===== src/rtl/latch_chain_bist_ctrl.sv =====
// BIST controller for a two-phase latch chain: drives non-overlapping ph1/ph2,
// shifts a test pattern in and compares the delayed stream coming back out.
module latch_chain_bist_ctrl #(
   parameter int CHAIN_LEN = 128,
   parameter int GAP       = 1
) (
   input  logic        clk,
   input  logic        rst_n,
   input  logic        start,
   input  logic        abort,
   input  logic [1:0]  mode,
   input  logic [7:0]  seed,
   input  logic [15:0] nbits,
   input  logic        sr_out,
   output logic        ph1,
   output logic        ph2,
   output logic        sr_in,
   output logic        busy,
   output logic        done,
   output logic        pass,
   output logic [15:0] err_count
);
   localparam int STEP = 2 + 2*GAP;
   localparam int HALF = CHAIN_LEN/2;
   localparam int D    = HALF - 1;
   localparam int CW   = $clog2(STEP);
   localparam logic [CW-1:0] CYC_LAST = CW'(STEP-1);
   localparam logic [CW-1:0] CYC_PH2  = CW'(GAP+1);

   typedef enum logic [2:0] {IDLE, FLUSH, RUN, DRAIN, DONE} state_t;

   state_t        state, state_nx;
   logic [CW-1:0] cyc;
   logic [16:0]   step_cnt, cmp_cnt, exp_idx;
   logic [1:0]    mode_q;
   logic [15:0]   nbits_q, err_nx;
   logic [7:0]    drv_lfsr, exp_lfsr;
   logic          active, step_end, cmp_en, exp_act, exp_bit, mism;

   function automatic logic [7:0] lfsr_next(input logic [7:0] lf);
      return {lf[6:0], lf[7] ^ lf[5] ^ lf[4] ^ lf[3]};
   endfunction

   function automatic logic pat_bit(input logic [1:0] m, input logic [7:0] lf,
                                    input logic [16:0] idx);
      case (m)
         2'd0:    pat_bit = lf[7];
         2'd1:    pat_bit = ~idx[0];
         2'd2:    pat_bit = 1'b1;
         default: pat_bit = (idx == '0);
      endcase
   endfunction

   assign active   = (state == FLUSH) || (state == RUN) || (state == DRAIN);
   assign step_end = active && (cyc == CYC_LAST);

   // The expected generator lags the driver by the chain delay; before it starts
   // the chain still holds flush zeros.
   assign exp_act = (cmp_cnt >= 17'(D));
   assign exp_idx = cmp_cnt - 17'(D);
   assign exp_bit = exp_act && pat_bit(mode_q, exp_lfsr, exp_idx);
   assign cmp_en  = step_end && !abort && ((state == RUN) || (state == DRAIN));
   assign mism    = cmp_en && (sr_out != exp_bit);
   assign err_nx  = (mism && (err_count != 16'hFFFF)) ? err_count + 16'd1 : err_count;

   always_comb begin
      state_nx = state;
      ph1      = 1'b0;
      ph2      = 1'b0;
      sr_in    = 1'b0;
      busy     = (state != IDLE);
      done     = (state == DONE);
      case (state)
         IDLE:  if (start) state_nx = FLUSH;
         FLUSH: begin
            if (abort) state_nx = DONE;
            else if (step_end && step_cnt == 17'(HALF-1))
               state_nx = (nbits_q == '0) ? DRAIN : RUN;
         end
         RUN: begin
            sr_in = pat_bit(mode_q, drv_lfsr, step_cnt);
            if (abort) state_nx = DONE;
            else if (step_end && step_cnt == {1'b0, nbits_q} - 17'd1) state_nx = DRAIN;
         end
         DRAIN: begin
            if (abort) state_nx = DONE;
            else if (step_end && step_cnt == 17'(D-1)) state_nx = DONE;
         end
         DONE:    state_nx = IDLE;
         default: state_nx = IDLE;
      endcase
      if (active && !(state == RUN && abort)) begin
         ph1 = (cyc == '0);
         ph2 = (cyc == CYC_PH2);
      end
      if (!active) sr_in = 1'b0;
   end

   always_ff @(posedge clk or negedge rst_n) begin
      if (!rst_n) begin
         state     <= IDLE;
         cyc       <= '0;
         step_cnt  <= '0;
         cmp_cnt   <= '0;
         mode_q    <= '0;
         nbits_q   <= '0;
         drv_lfsr  <= 8'h01;
         exp_lfsr  <= 8'h01;
         err_count <= '0;
         pass      <= 1'b0;
      end else begin
         state <= state_nx;
         if (state == IDLE) begin
            cyc      <= '0;
            step_cnt <= '0;
            cmp_cnt  <= '0;
            if (start) begin
               mode_q    <= mode;
               nbits_q   <= nbits;
               drv_lfsr  <= (seed == '0) ? 8'h01 : seed;
               exp_lfsr  <= (seed == '0) ? 8'h01 : seed;
               err_count <= '0;
               pass      <= 1'b0;
            end
         end else begin
            if (state_nx != state) begin
               cyc      <= '0;
               step_cnt <= '0;
            end else if (step_end) begin
               cyc      <= '0;
               step_cnt <= step_cnt + 17'd1;
            end else begin
               cyc <= cyc + CW'(1);
            end
            if (state == RUN && step_end) drv_lfsr <= lfsr_next(drv_lfsr);
            if (cmp_en) begin
               cmp_cnt <= cmp_cnt + 17'd1;
               if (exp_act) exp_lfsr <= lfsr_next(exp_lfsr);
            end
            err_count <= err_nx;
            // pass is settled on the edge into DONE so it is valid alongside done
            if (state_nx == DONE && state != DONE) pass <= !abort && (err_nx == '0);
            if (state == DONE && abort) pass <= 1'b0;
         end
      end
   end
endmodule

===== config.mk =====
export PLATFORM = sky130hd
export DESIGN_NAME = latch_chain_bist_ctrl
export DESIGN_NICKNAME = d
export VERILOG_FILES = /design/src/rtl/latch_chain_bist_ctrl.sv
export SDC_FILE = /design/constraint.sdc
export NUM_CORES = 1
export LEC_CHECK = 0
export ABC_AREA = 1
export BUFFER_PORTS_ARGS = -buffer_cell sky130_fd_sc_hd__buf_2
export CORE_MARGIN = 2
export CORE_UTILIZATION = 45
export CTS_CLUSTER_DIAMETER = 80
export DETAILED_ROUTE_END_ITERATION = 10
export PLACE_DENSITY = 0.62
export SYNTH_ARGS = -nofsm -noshare
export SYNTH_HDL_FRONTEND = slang
export SYNTH_SLANG_ARGS = --single-unit
export TNS_END_PERCENT = 50

===== constraint.sdc =====
create_clock -name clk -period 2.1 [get_ports clk]
set_input_delay 0.315 -clock clk [delete_from_list [all_inputs] [get_ports clk]]
set_output_delay 0.315 -clock clk [all_outputs]
set_load 0.005 [all_outputs]

# After elaboration in Yosys (flattened, before gate mapping)
# Index checks and enable logic that the tools add are counted.
[classes] addsub=6 order_cmp=1 n_eq_ne=17 muxes=37 n_bitwise=8 n_reduce_logical=38
[ops] op="17-bit two-way mux" count=5
[ops] op="8-bit two-way mux" count=7
[ops] op="16-bit two-way mux" count=3
[ops] op="17-bit by 1-bit adder with 17-bit output (second input constant)" count=2
[ops] op="17-bit by 6-bit equality test with 1-bit output (second input constant)" count=2
[ops] op="17-bit logical NOT" count=2
[ops] op="16-bit logical NOT" count=2
[ops] op="3-bit two-way mux" count=7
[ops] op="17-bit equality test" count=1
[ops] op="17-bit by 6-bit greater-or-equal comparator with 1-bit output (second input constant)" count=1
[ops] op="16-bit by 1-bit subtractor with 17-bit output (second input constant)" count=1
[ops] op="17-bit by 6-bit subtractor with 17-bit output (second input constant)" count=1
[ops] op="16-bit by 1-bit adder with 16-bit output (second input constant)" count=1
[ops] op="16-bit != test (second input constant)" count=1
[ops] op="1-bit logical AND" count=15
[ops] op="3-bit one-hot mux with 4 select lines" count=1
[ops] op="1-bit two-way mux" count=9
[ops] op="3-bit nonzero test" count=3
[ops] op="8-bit logical NOT" count=1
[ops] op="2-bit equality test (second input constant)" count=3
[ops] op="3-bit by 2-bit equality test with 1-bit output (second input constant)" count=2
[ops] op="3-bit equality test (second input constant)" count=2
[ops] op="2-bit two-way mux" count=3
[ops] op="1-bit one-hot mux with 3 select lines" count=2
[ops] op="16 further kinds" count=30
[word_totals] register_bits=90 inputBits=31 out_inout_bits=22 word_cells=117

# Longest topological paths before layout
[logic_depth] word_depth=14 depth_mapped=23 depth_no_buf=23

# Worst setup path after synthesis
# No wires, ideal clock.
[synth_timing] path_kind="register -> register" from="register nbits_q[0]" to="register step_cnt[15]" setup_ps=119 arrival_ps=2181 slack_ps=-199 path_stages_with_launch=15 period_less_slack_ps=2299 cell_sequence="dfrtp_1 -> inv_1 -> ha_1 -> nand2_1 -> nor4_1 -> nand3_1 -> nor3_2 -> nand2_1 -> a211oi_1 -> nand3b_1 -> nand2_1 -> nand2_2 -> buf_2 -> nand4_1 -> nand2_1"
[synth_via] elab_chain_len=9
[synth_lines] item="from (decl)" line_no="36" source="logic [15:0] nbits_q, err_nx;"
[synth_lines] item="from (signal assigned)" line_no="119" source="nbits_q <= nbits;"
[synth_lines] item="16-bit by 1-bit subtractor with 17-bit output" line_no="83" source="else if (step_end && step_cnt == {1'b0, nbits_q} - 17'd1) state_nx = DRAIN;"
[synth_lines] item="17-bit equality test" line_no="83"
[synth_lines] item="1-bit logical AND" line_no="83"
[synth_lines] item="3-bit two-way mux" line_no="83"
[synth_lines] item="3-bit two-way mux" line_no="82" source="if (abort) state_nx = DONE;"
[synth_lines] item="3-bit one-hot mux with 4 select lines *" line_no="73" source="case (state)"
[synth_lines] item="via state_nx[0]" line_no="32" source="state_t state, state_nx;"
[synth_lines] item="3-bit != test *" line_no="126" source="if (state_nx != state) begin"
[synth_lines] item="17-bit two-way mux" line_no="126"
[synth_lines] item="17-bit two-way mux" line_no="113" source="if (state == IDLE) begin"
[synth_lines] item="to (signal assigned)" line_no="131" source="step_cnt <= step_cnt + 17'd1;"
[synth_lines] item="to (decl)" line_no="34" source="logic [16:0] step_cnt, cmp_cnt, exp_idx;"
# Mark *: on every way through the listed nets, which the timed path passes. The rest lies on a longest branch.
# A chain may end at the register's enable or synchronous reset.

# Final worst setup path
[layout_timing] from="register cmp_cnt[0]" to="register cmp_cnt[3]"
[layout_via] elab_chain_len=3
[layout_lines] item="from (decl)" line_no="34"
[layout_lines] item="from (signal assigned)" line_no="137" source="cmp_cnt <= cmp_cnt + 17'd1;"
[layout_lines] item="17-bit by 1-bit adder with 17-bit output" line_no="137"
[layout_lines] item="17-bit two-way mux" line_no="136" source="if (cmp_en) begin"
[layout_lines] item="17-bit two-way mux" line_no="113"
# Every way passes these cells. The select of a mux whose other input is x is not followed.

==> summary.txt <==
Timing
  – Setup Viol. Count Final: 44
  – Slew @ Worst Pin: 0.5887 ns
  – RSZ-0062 raised after global routing: true
  – Fin. Hold Viols: 0
  – Clock skew: 0.007459 ns
  – Max-slew headroom: 0.6071
  – Final period utilization: 1.249
  – Min Tclk post-route: 2.622 ns
  – Worst setup margin: -0.5224 ns
  – Pins over their slew limit: 0
  – Setup TNS: -14.91 ns
  – Fmax achieved: 381.3 MHz

Synthesis
  – Synth Cell Area: 5972 µm²
  – Post-synthesis simple-gate area fraction: 0.3555
  – #FFs+latches synth: 90
  – Mapped Avg Cell Area: 7.076 µm²
  – Post-synth EDFFs: 0
  – Synth Area in Compound Gates: 0.08946
  – Adder-Cell Fraction of Synth Area: 0.02095
  – Post-synthesis mux area share: 0
  – Largest family of logic cells by synthesized area: simple AND/OR/NAND/NOR gates
  – Cell count after synthesis: 844
  – Yosys warns: 0
  – Synth area leaders: dfrtp_1, nand2_1, nor2_1, inv_1, xor2_1
  – Post-synthesis net count: 885
  – Cell taking the most area after synthesis: dfrtp_1
  – FFs w/ async S/R, synth: 1.000
  – Synth cell types: 42
  – Xor/xnor share of the synthesized area: 0.07186
  – Top_reg_cell synth: dfrtp_1
  – Top-area cell type share of the netlist area: 0.3687
  – Register area share after synthesis: 0.3775

Hold path
  – Min-delay worst type: in -> reg

CTS
  – Htree depth: 3
  – CTS tree: yes
  – Root Buffer: clkbuf_16
  – Clk slew on worst S/H paths: 0.07 ns
  – Cts bufs inserted: 9
  – Clock Sinks: 90
  – Clock latency on the worst-skew pair: 0.36 ns
  – Worst-case clock buffer depth: 2

Placed design
  – Port-buffer cells: 52
  – HPWL Detailed: 12.98 mm
  – Pre-CTS setup slack: -0.4993 ns
  – Placement Cell Area: 7717 µm²
  – RePlAce Congestion: 0.9020

Setup path
  – Crit-path cells: buf_6, inv_4, o21ai_0, nand2_2, buf_4, buf_4, buf_4, buf_4, buf_4, buf_4, buf_4, buf_4, buf_4, buf_4, buf_4, o22ai_1
  – CP most frequent cell: buf_4
  – CP max stage cell: dfrtp_1
  – CP peak stage delay: 0.42 ns
  – CP Class: reg -> reg
  – Max FO, Critical Path: 3
  – CP Launch Type: flip-flop
  – Critical Path RT: 2.37 ns
  – CP endpoint kind: flip-flop
  – WP data arrival: 2.89 ns

Power and ir drop
  – PD cells: 745.7 nW/µm²
  – Leak: 4.347 nW
  – Peak ir drop on the vdd network: 0.6059 mV

Layout
  – Number of fill cells: 1109
  – Area growth syn-to-layout: 47.16%
  – Final core occ: 0.6716
  – Fin nets: 1119
  – Layout cells sized above 1: 0.3564
  – Commonest non-fill, non-tap cell in the layout: nand2_1
  – Post-route design area: 8788 µm²
  – Most frequent cells in the layout: nand2_1, buf_4, inv_1
  – ANT cells: 0

Flow run
  – Max cap viols: 0

Routing
  – Drt first pass iters: 5
  – Vias: 6691
  – Initial DRC count: 408
  – Avg WL per Cell: 15.21 µm
  – Drt total wl: 19.15 mm
  – Vias per inst: 5.315
  – # DRC: 0
  – Post-DRT Antenna Nets: 0

Global route
  – GRT Resource Usage Total: 0.2723
  – First-pass GRT wire length: 31.07 mm
  – Initial antenna violation count: 0
  – Number of global-route vias before repair: 6550
  – Total congestion overflow: 0
  – Largest net degree at the start of global routing: 41

Floorplanning
  – Die Wd: 119.2 µm
  – Core footprint: 13090 µm²
  – Die Footprint: 14210 µm²
  – Number of I/O pins: 53
  – Cell row count: 42
  – Die Ht: 119.2 µm
  – Initial Utilization: 0.4564

Outcome
  – Status: finished, violations left
  – Failing checks: negative setup slack
[per-stage QoR]
| step | cells | total power [mW] | hold WS (ns) |
|---|---|---|---|
| final | 1259 | 6.553 | 0.1573 |
| after global routing | 1259 | 6.956 | 0.1615 |
| after CTS | 1250 | 6.439 | 0.1495 |
| after detailed placement | 1213 | 4.616 | 0.2597 |
| after global placement | 1213 | 4.533 | 0.2481 |
| after floorplan | 844 | 3.737 | 0.01941 |
[cell usage after synthesis, types with 2 or more instances]
master,n
o22ai_1,8
nor2_1,99
nand4_1,43
a21oi_1,11
inv_2,3
xnor2_1,12
nand3b_1,4
o21ai_0,38
nor3b_1,3
o211ai_1,2
a2111oi_0,2
a211oi_1,2
xor2_1,37
nor4_1,12
inv_1,94
nand2_2,4
nor3_1,24
ha_1,10
nor3_2,4
buf_2,7
clkbuf_1,20
o21bai_1,2
dfrtp_1,88
o221ai_1,2
nand3_1,37
a31oi_1,15
nor2_2,8
nand3_2,2
o21ai_1,4
buf_6,2
nand2_1,233
dfstp_2,2
[path summary, 6_finish.rpt]
check / start / to / slack [ns] / cells after the start
worst max-delay path: cmp_cnt[0]$_DFFE_PN0N_ / cmp_cnt[3]$_DFFE_PN0N_ / -0.52 / 16
min in group asynchronous: rst_n / step_cnt[11]$_DFFE_PN0P_ / 0.42 / 2
worst max register to register: cmp_cnt[0]$_DFFE_PN0N_ / cmp_cnt[3]$_DFFE_PN0N_ / -0.52 / 16
worst min-delay path: nbits[5] / nbits_q[5]$_DFFE_PN0P_ / 0.16 / 3
max in group asynchronous: rst_n / cmp_cnt[2]$_DFFE_PN0N_ / 0.92 / 3
worst min register to register: cyc[0]$_DFF_PN0_ / cyc[0]$_DFF_PN0_ / 0.53 / 2
[per-layer routing]
layer  global-route usage  share of wire  up-vias
met3              0.03448          0.042       35
li1                     -              -     3246
met4              0.08705          0.020        0
met2               0.4522           0.48      179
met5                    0              0        -
met1               0.3704           0.45     3231
[flip-flops by register name, summed over array words and instances, names as in the netlist]
name and cells:
pass 1, mode_q 2, cyc 2, step_cnt 17, nbits_q 16, exp_lfsr 8, state 3, drv_lfsr 8
err_count 16, cmp_cnt 17
[report_power, final]
| part | leakage (nW) | total, mW | internal [mW] | switching, mW |
|---|---|---|---|---|
| combinational | 3.04 | 2.57 | 1.13 | 1.44 |
| clock | 0.134 | 1.59 | 0.814 | 0.776 |
| sequential | 1.17 | 2.39 | 2.07 | 0.328 |
[repair_timing]
action,in CTS,in global routing
pin swaps,14,39
gates resized for setup,76,61
setup endpoints to repair,49,57
cloned,3,1
hold buffers,1,0
buffers inserted,17,8
hold endpoints to repair,24,0
[worst max-delay path, delay by kind of cell (launching register included)]
| family | cells | cell delay, ns |
|---|---|---|
| AO/OA/AOI/OAI | 2 | 0.45 |
| buffers and inverters | 13 | 1.56 |
| flip-flops | 1 | 0.42 |
| AND/OR/NAND/NOR | 1 | 0.11 |
[cell type report]
type / instances / area, µm² / area share
Multi-Input combinational cell: 630 / 3779 / 0.4300
Sequential cell: 90 / 2257 / 0.2568
Timing Repair Buffer: 250 / 1883 / 0.2143
Inverter: 97 / 370.4 / 0.04214
Clock buffer: 9 / 225.2 / 0.02563
Tap cell: 176 / 220.2 / 0.02506
Clock inverter: 7 / 53.80 / 0.006122
[kinds of logic after synthesis]
group           after synthesis
simple gates                476
buf+inv                     128
compound gates               91
flops                        90
xor+xnor                     49
fa+ha+maj                    10
No activity file was read; power rests on OpenSTA's default activity.
